File: src/rtl/sevenseg_pkg.sv
// Shared types, segment constants and the BCD-to-7-segment lookup for the
// Basys3 scan driver. All segment patterns are active-low {g,f,e,d,c,b,a}.
package sevenseg_pkg;

    typedef enum logic {
        BLANK = 1'b0,
        SHOW  = 1'b1
    } scan_state_t;

    localparam logic [6:0] SEG_OFF  = 7'h7F;
    localparam logic [6:0] SEG_DASH = 7'b0111111;

    function automatic logic [6:0] bcd_to_seg(input logic [3:0] bcd);
        logic [6:0] pat;
        pat = SEG_DASH;
        case (bcd)
            4'd0: pat = 7'b1000000;
            4'd1: pat = 7'b1111001;
            4'd2: pat = 7'b0100100;
            4'd3: pat = 7'b0110000;
            4'd4: pat = 7'b0011001;
            4'd5: pat = 7'b0010010;
            4'd6: pat = 7'b0000010;
            4'd7: pat = 7'b1111000;
            4'd8: pat = 7'b0000000;
            4'd9: pat = 7'b0010000;
            default: pat = SEG_DASH;
        endcase
        return pat;
    endfunction

endpackage

File: src/rtl/bcd_to_7seg.sv
// Combinational BCD decoder; invalid codes (10..15) render as a dash.
module bcd_to_7seg
    import sevenseg_pkg::*;
(
    input  logic [3:0] bcd_i,
    output logic [6:0] seg_o
);

    assign seg_o = bcd_to_seg(bcd_i);

endmodule

File: src/rtl/sevenseg_scan_driver.sv
// Four-digit common-anode scan driver: BLANK dead time then SHOW per slot,
// frame-coherent digit snapshot, leading-zero blanking and a blinking MM.SS dot.
module sevenseg_scan_driver
    import sevenseg_pkg::*;
#(
    parameter int CLK_HZ       = 100_000_000,
    parameter int REFRESH_HZ   = 1_000,
    parameter int BLANK_CYCLES = 1_000,
    parameter int BLINK_HZ     = 1
) (
    input  logic       clk,
    input  logic       reset,
    input  logic [3:0] digit0,
    input  logic [3:0] digit1,
    input  logic [3:0] digit2,
    input  logic [3:0] digit3,
    input  logic       lz_blank,
    output logic [3:0] an,
    output logic [6:0] seg,
    output logic       dp
);

    localparam int SLOT    = CLK_HZ / REFRESH_HZ;
    localparam int DWELL   = SLOT - BLANK_CYCLES;
    localparam int CNT_MAX = ((BLANK_CYCLES > DWELL) ? BLANK_CYCLES : DWELL) - 1;
    localparam int CNT_W   = (CNT_MAX < 1) ? 1 : $clog2(CNT_MAX + 1);
    localparam int HALF    = CLK_HZ / (2 * BLINK_HZ);
    localparam int BLK_W   = (HALF < 2) ? 1 : $clog2(HALF);

    localparam logic [CNT_W-1:0] BLANK_LAST = CNT_W'(BLANK_CYCLES - 1);
    localparam logic [CNT_W-1:0] DWELL_LAST = CNT_W'(DWELL - 1);
    localparam logic [BLK_W-1:0] BLINK_LAST = BLK_W'(HALF - 1);

    if (DWELL < 1) begin : g_bad_dwell
        $error("sevenseg_scan_driver: DWELL must be >= 1");
    end
    if (BLANK_CYCLES < 1) begin : g_bad_blank
        $error("sevenseg_scan_driver: BLANK_CYCLES must be >= 1");
    end
    if (HALF < 1) begin : g_bad_blink
        $error("sevenseg_scan_driver: blink half-period must be >= 1");
    end

    scan_state_t          state_q, state_d;
    logic [CNT_W-1:0]     cnt_q, cnt_d;
    logic [1:0]           idx_q, idx_d;
    logic [3:0][3:0]      shadow_q, shadow_d;
    logic                 shadow_lz_q, shadow_lz_d;
    logic [BLK_W-1:0]     blink_cnt_q, blink_cnt_d;
    logic                 blink_q, blink_d;
    logic [3:0]           an_q, an_d;
    logic [6:0]           seg_q, seg_d;
    logic                 dp_q, dp_d;
    logic                 capture;
    logic [6:0]           dec_seg;

    bcd_to_7seg u_dec (
        .bcd_i (shadow_q[idx_q]),
        .seg_o (dec_seg)
    );

    always_comb begin
        state_d = state_q;
        cnt_d   = cnt_q + CNT_W'(1);
        idx_d   = idx_q;
        capture = 1'b0;
        case (state_q)
            BLANK: begin
                if (cnt_q == BLANK_LAST) begin
                    state_d = SHOW;
                    cnt_d   = '0;
                    capture = (idx_q == 2'd0);
                end
            end
            SHOW: begin
                if (cnt_q == DWELL_LAST) begin
                    state_d = BLANK;
                    cnt_d   = '0;
                    idx_d   = idx_q + 2'd1;
                end
            end
            default: begin
                state_d = BLANK;
                cnt_d   = '0;
            end
        endcase
    end

    always_comb begin
        shadow_d    = shadow_q;
        shadow_lz_d = shadow_lz_q;
        if (capture) begin
            shadow_d    = {digit3, digit2, digit1, digit0};
            shadow_lz_d = lz_blank;
        end
    end

    always_comb begin
        blink_cnt_d = blink_cnt_q + BLK_W'(1);
        blink_d     = blink_q;
        if (blink_cnt_q == BLINK_LAST) begin
            blink_cnt_d = '0;
            blink_d     = ~blink_q;
        end
    end

    // Outputs are built from the current state and registered together, so
    // an/seg/dp always move on the same edge, one cycle behind the FSM.
    always_comb begin
        an_d  = 4'b1111;
        seg_d = SEG_OFF;
        dp_d  = 1'b1;
        if (state_q == SHOW) begin
            an_d[idx_q] = 1'b0;
            seg_d = (idx_q == 2'd3 && shadow_lz_q && shadow_q[3] == 4'd0) ? SEG_OFF : dec_seg;
            dp_d  = ~(idx_q == 2'd2 && blink_q);
        end
    end

    always_ff @(posedge clk or posedge reset) begin
        if (reset) begin
            state_q     <= BLANK;
            cnt_q       <= '0;
            idx_q       <= 2'd0;
            shadow_q    <= '0;
            shadow_lz_q <= 1'b0;
            blink_cnt_q <= '0;
            blink_q     <= 1'b0;
            an_q        <= 4'b1111;
            seg_q       <= SEG_OFF;
            dp_q        <= 1'b1;
        end else begin
            state_q     <= state_d;
            cnt_q       <= cnt_d;
            idx_q       <= idx_d;
            shadow_q    <= shadow_d;
            shadow_lz_q <= shadow_lz_d;
            blink_cnt_q <= blink_cnt_d;
            blink_q     <= blink_d;
            an_q        <= an_d;
            seg_q       <= seg_d;
            dp_q        <= dp_d;
        end
    end

    assign an  = an_q;
    assign seg = seg_q;
    assign dp  = dp_q;

endmodule

File: config.mk
export PLATFORM = sky130hd
export DESIGN_NAME = sevenseg_scan_driver
export DESIGN_NICKNAME = d
export VERILOG_FILES = /design/src/rtl/sevenseg_pkg.sv /design/src/rtl/bcd_to_7seg.sv /design/src/rtl/sevenseg_scan_driver.sv
export SDC_FILE = /design/constraint.sdc
export NUM_CORES = 1
export LEC_CHECK = 0
export CAP_MARGIN = 20
export CORE_MARGIN = 2
export CORE_UTILIZATION = 30
export DETAILED_ROUTE_END_ITERATION = 8
export SLEW_MARGIN = 20
export SYNTH_ARGS = -nofsm -noshare
export SYNTH_HDL_FRONTEND = slang
export SYNTH_SLANG_ARGS = --single-unit
File: constraint.sdc
create_clock -name clk -period 5.95 [get_ports clk]
set_input_delay 0.8925 -clock clk [delete_from_list [all_inputs] [get_ports clk]]
set_output_delay 0.8925 -clock clk [all_outputs]
set_load 0.03 [all_outputs]
Yosys cells after proc, flatten, opt, wreduce, memory -nomap -nowiden
Memory sizes are Yosys's and may differ from the RTL's. Index checks and enable logic that the tools add are counted. Widths: inputs -> output; s select.

Add/subtract/negate cells: 3. Order comparisons: 2. Eq/ne operators: 5. Multiplexer cells: 17. Bitwise gates (word level): 4. Reductions and logical operators: 7.

Operator list (number): $mux 17 (2); $pmux 17 s2 (1); $add 26x1->26 const B (1); $eq 26x26->1 const B (1); $mux 26 (1); $add 17x1->17 const B (1); $eq 17x10->1 const B (1); $eq 17x17->1 const B (1); $mux 7 (2); $bmux 4 s2 (1); $mux 4 (2); $mux 1 (6); $eq 2x2->1 const B (2); $logic_and 1x1->1 (4); $logic_not 4->1 (1); $not 4->4 (1); $lt 2x3->1 const B (1); $not 1->1 (3); $add 2x1->2 const B (1); $demux 1 s2 (1); $ge 2x1->1 const B (1); $logic_not 2->1 (1); $pmux 1 s2 (1); $reduce_and 2->1 (1).

Register bits after elaboration: 76. Bits in read-only memories: 112. Input port bits: 19. Memories kept: 1.

Memories: (name not given) (words 16, width 7, read ports 1, clocked after Yosys merged registers in 0, wr ports 0, RTL line sevenseg_pkg.sv:16) `case (bcd)`.

Depth between registers and ports, before layout
Depth after elaboration: 6. Depth in mapped cells: 8. Mapped depth without buffers: 7.

Cells and area by module
From an unflattened synthesis, not the netlist that was laid out.

Cells, all modules: 330. Area, all modules: 3679.8 um^2.

Modules (own cells, without submodules): sevenseg_scan_driver (instances 1, cells an instance 297, area each 3474.6 um^2, sequential area each 1916.8 um^2); bcd_to_7seg (instances 1, cells an instance 33, area each 205.2 um^2, sequential area each 0.0 um^2).

Worst setup path before layout
No wires, ideal clock.

Path kind: flip-flop to flip-flop. Start point: reg cnt_q[11]. End point: reg shadow_q[0] (netlist name). Arrival time: 2.070 ns. Required time: 5.825 ns. Slack: 3.755 ns. Cell stages (with the launch flop): 7. Buffers on the path: 2. Cell sequence: dfrtp_1 > or4_1 > or2_1 > or3_1 > buf_6 > buf_12 > mux2_4.

Cells in the longest elaborated chain, start to end: 3.

RTL lines: start, declared (RTL line sevenseg_scan_driver.sv:45) `logic [CNT_W-1:0] cnt_q, cnt_d;`; start signal, assigned (RTL line sevenseg_scan_driver.sv:134) `cnt_q <= cnt_d;`; $eq 17x10->1 (RTL line sevenseg_scan_driver.sv:69) `if (cnt_q == BLANK_LAST) begin`; $mux 1 (RTL line sevenseg_scan_driver.sv:69); $mux 1 (RTL line sevenseg_scan_driver.sv:67) `case (state_q)`; end signal, assigned (RTL line sevenseg_scan_driver.sv:136) `shadow_q <= shadow_d;`; end, declared (RTL line sevenseg_scan_driver.sv:47) `logic [3:0][3:0] shadow_q, shadow_d;`.

No other way between the ends. A chain may end at the register's enable or synchronous reset.

Worst setup path in the final report
Start point: reg cnt_q[11]. End point: reg cnt_q[7].

Cells in the longest elaborated chain, start to end: 3. Elaborated cells on any way between the ends: 5.

RTL lines (RTL line): $eq 17x17->1 or $eq 17x10->1 (tied branches) (sevenseg_scan_driver.sv:76, sevenseg_scan_driver.sv:69); $mux 17 (on tied branches) (sevenseg_scan_driver.sv:76, sevenseg_scan_driver.sv:69); $pmux 17 s2 * (sevenseg_scan_driver.sv:67); via cnt_d[7] (sevenseg_scan_driver.sv:45).

The timed path passes the listed nets; every way through them passes the cells marked *.

==> results.sh <==
export IMPL_num_vias=2459
export IMPL_r2r_setup_slack_ns=3.41
export IMPL_hold_path_class="flop to flop"
export IMPL_endpoint_kind="flop"
export IMPL_drtIter0Drc=203
export IMPL_vias_per_cell=4.91
export IMPL_grt_pass1_wl_mm=12.1
export IMPL_dp_hpwl_mm=4.95
export IMPL_fin_util_pct=36.8
export IMPL_route_detailed_drc=0
export IMPL_cts_repair_resized=0
export IMPL_path_clk_slew_ns=0.06
export IMPL_n_fill_cell=1159
export IMPL_hold_start="blink_q"
export IMPL_whs_path_depth=1
export IMPL_area_delta_synth_final_pct=20.5
export IMPL_grt_pass1_vias=2471
export IMPL_core_um2=12000
export IMPL_synth_edf_count=0
export IMPL_reg2reg_depth=4
export IMPL_max_freq_ghz=0.393
export IMPL_crit_fanout=11
export IMPL_worstReg2RegStart="cnt_q[11]"
export IMPL_cts_buffers=9
export IMPL_status="finished clean"
export IMPL_rows=40
export IMPL_die_w_um=114
export IMPL_synth_fa_ha_area_share_pct=4.11
export IMPL_p_leak_uw=0.00188
export IMPL_drive_above_1_share_pct=16.1
export IMPL_ir_drop_mv=0.154
export IMPL_synth_seq_area_share_pct=52.5
export IMPL_switchingPower_uw=224
export IMPL_path_buf_inv=0
export IMPL_cts_buffer_depth=2
export IMPL_slowest_stage="o22ai_1"
export IMPL_postCtsSetupBuffers=0
export IMPL_finalCritPeriodShare_pct=42.7
export IMPL_drv_cap=0
export IMPL_cts_tree="built"
export IMPL_grt_overflow_total=0
export IMPL_antenna_found_initial=0
export IMPL_synth_simple_gate_area_share_pct=17.3
export IMPL_initial_core_util_pct=30.5
export IMPL_grt_usage_pct=11.7
export IMPL_yosysUniqueCellTypes=42
export IMPL_timing_rr_end="cnt_q[7]"
export IMPL_ant_nets=0
export IMPL_gp_congestion=0.745
export IMPL_synthArstFlopShare_pct=100
export IMPL_port_buffers=30
export IMPL_rsz0062_at_grt="false"
export IMPL_clock_sinks=76
export IMPL_power_density_nw_per_um2=254
export IMPL_yosys_most_used_dff="dfrtp_1"
export IMPL_insertion_delay_ns=0.33
export IMPL_yosys_warnings=0
export IMPL_grt_start_max_net_pins=62
export IMPL_fp_dieH_um=114
export IMPL_report_final_slew_viol_count=0
export IMPL_cp_cell_sequence="or4_1 > or4_4 > o22ai_1 > nor2_1"
export IMPL_antenna_cells=0
export IMPL_postSynthAreaPerCell_um2=11.6
export IMPL_startpoint="cnt_q[11]"
export IMPL_min_period_ns=2.54
export IMPL_ys_seq_elements=76
export IMPL_synth_top_area_cell="dfrtp_1"
export IMPL_cp_top_family="simple AND/OR/NAND/NOR gates"
export IMPL_synth_area_um2=3650
export IMPL_cts_max_level=3
export IMPL_cpPeakStageDelay_ns=0.71
export IMPL_totalWireLength_mm=7.03
export IMPL_yosysMostFrequentCell="dfrtp_1"
export IMPL_synth_top_area_share_pct=43.9
export IMPL_power_internal_uw=891
export IMPL_num_io_pins=31
export IMPL_syn_nets=347
export IMPL_crit_path_start_kind="flop"
export IMPL_holdBufCountCts=0
export IMPL_setup_viol=0
export IMPL_pwr_share_clk_pct=49.1
export IMPL_arrival_ns=2.71
export IMPL_hold_viol=0
export IMPL_yosys_area_share_xor_xnor_pct=7.19
export IMPL_post_drt_wl_per_cell_um=14.0
export IMPL_slew_limit_headroom_pct=40.1
export IMPL_synth_mux_area_fraction_pct=10.4
export IMPL_fin_nets=380
export IMPL_fin_skew_ns=0.00741
export IMPL_synthTopCellsByCount="dfrtp_1 (64), nor2_1 (22), nand2_1 (18), xor2_1 (17)"
export IMPL_syn_inst=316
export IMPL_first_pass_iters=4
export IMPL_whs_endpoint="dp"
export IMPL_p_sw_share_pct=20.1
export IMPL_p_comb_share_pct=3.7
export IMPL_synth_top_family_by_area="simple AND/OR/NAND/NOR gates"
export IMPL_required_ns=6.12
export IMPL_cts_root_buf="clkbuf_16"
export IMPL_max_slew_worst_pin_slew_ns=0.899
export IMPL_ys_top_cells_by_area="dfrtp_1 (44%), dfstp_2 (8.6%), ha_1 (4.1%), mux2_4 (4.1%), xor2_1 (4.1%)"
export IMPL_crit_type="flop to flop"
export IMPL_synth_compound_area_share_pct=5.10
export IMPL_dieArea_um2=13100
export IMPL_setup_tns_ns=0
export IMPL_power_frac_seq_pct=47.2
[worst register-to-register path, cell delays in order, from the launching register on]
cell	delay, ns
dfrtp_1	0.44
or4_1	0.57
or4_4	0.54
o22ai_1	0.71
nor2_1	0.13
[layout make-up]
type / instances / area [um^2] / area share (%)
Sequential cell: 76 / 1920 / 43.6
Tap cell: 147 / 184 / 4.18
Multi-Input combinational cell: 214 / 1620 / 36.8
Clock inverter: 4 / 47.5 / 1.08
Inverter: 16 / 60.1 / 1.37
Timing Repair Buffer: 32 / 315 / 7.17
Clock buffer: 12 / 256 / 5.83
[power by group through the flow]
stage               clock network, uW  logic, uW  registers [uW]
floorplan                           0       23.9             534
global placement                    0       41.3             536
detailed placement                  0       42.5             536
CTS                               560       42.5             527
global route                      587       46.5             527
finish                            548       41.0             527
[sequential cells by signal, summed over array words and instances (netlist names)]
| name | count |
|---|---|
| blink_cnt_q | 26 |
| cnt_q | 17 |
| shadow_q | 16 |
| seg | 7 |
| an | 4 |
| idx_q | 2 |
| blink_q | 1 |
| dp | 1 |
| shadow_lz_q | 1 |
| state_q | 1 |
[routing by layer]
metal  wire (um)  GRT usage, %
met2        3360          18.7
met4          55          3.17
met5           0             0
met3         217          3.39
met1        3400          15.7
[how the worst max path moves through the flow]
stage	endpoint	slack, ns	cells past startpoint
global route	cnt_q[4]	3.21	4
global placement	cnt_q[3]	3.47	4
CTS	cnt_q[7]	3.39	4
floorplan	blink_cnt_q[0]	3.14	1
finish	cnt_q[7]	3.41	4
detailed placement	cnt_q[7]	3.40	4
[cells by family after synthesis]
| group | after synthesis |
|---|---|
| muxes | 27 |
| xor gates and xnor gates | 30 |
| DFF | 76 |
| and+or+nand+nor | 113 |
| AOI/OAI and AO/OA | 32 |
| buffers and inverters | 26 |
| adders and majority gates | 12 |
[metrics by stage]
stage                     instances  power, uW  hold slack (ns)  setup slack [ns]  area [um^2]
after floorplan                 316        558            0.421              3.14         3650
after global placement          485        577            0.452              3.47         4100
after detailed placement        485        578            0.470              3.40         4100
after CTS                       501       1130            0.478              3.39         4400
after global routing            501       1160            0.482              3.21         4400
final                           501       1120            0.471              3.41         4400
[cells in the final DEF, fill, tap and decap left out, drive strengths merged, types with 2 or more instances in the layout]
cell type / synthesis / layout
xor2: 17 / 17
nor2b: 2 / 2
nand2: 18 / 18
o21ai: 11 / 11
inv: 16 / 16
nor4: 5 / 5
mux2i: 4 / 4
nor3: 3 / 3
or4: 5 / 5
dfrtp: 64 / 64
or3: 6 / 6
nand3: 15 / 15
buf: 3 / 2
nor2: 22 / 22
o41ai: 3 / 3
nor4b: 2 / 2
and4: 7 / 7
nand4: 16 / 16
and2: 3 / 3
or2: 2 / 2
ha: 12 / 12
dfstp: 12 / 12
and3: 2 / 2
mux2: 19 / 19
clkbuf: 7 / 12
clkdlybuf4s50: 0 / 30
a21oi: 12 / 12
mux4: 4 / 4
xnor2: 13 / 13
nand4b: 2 / 2
clkinv: 0 / 2
o31ai: 2 / 2
Power figures use the tool's default switching activity.
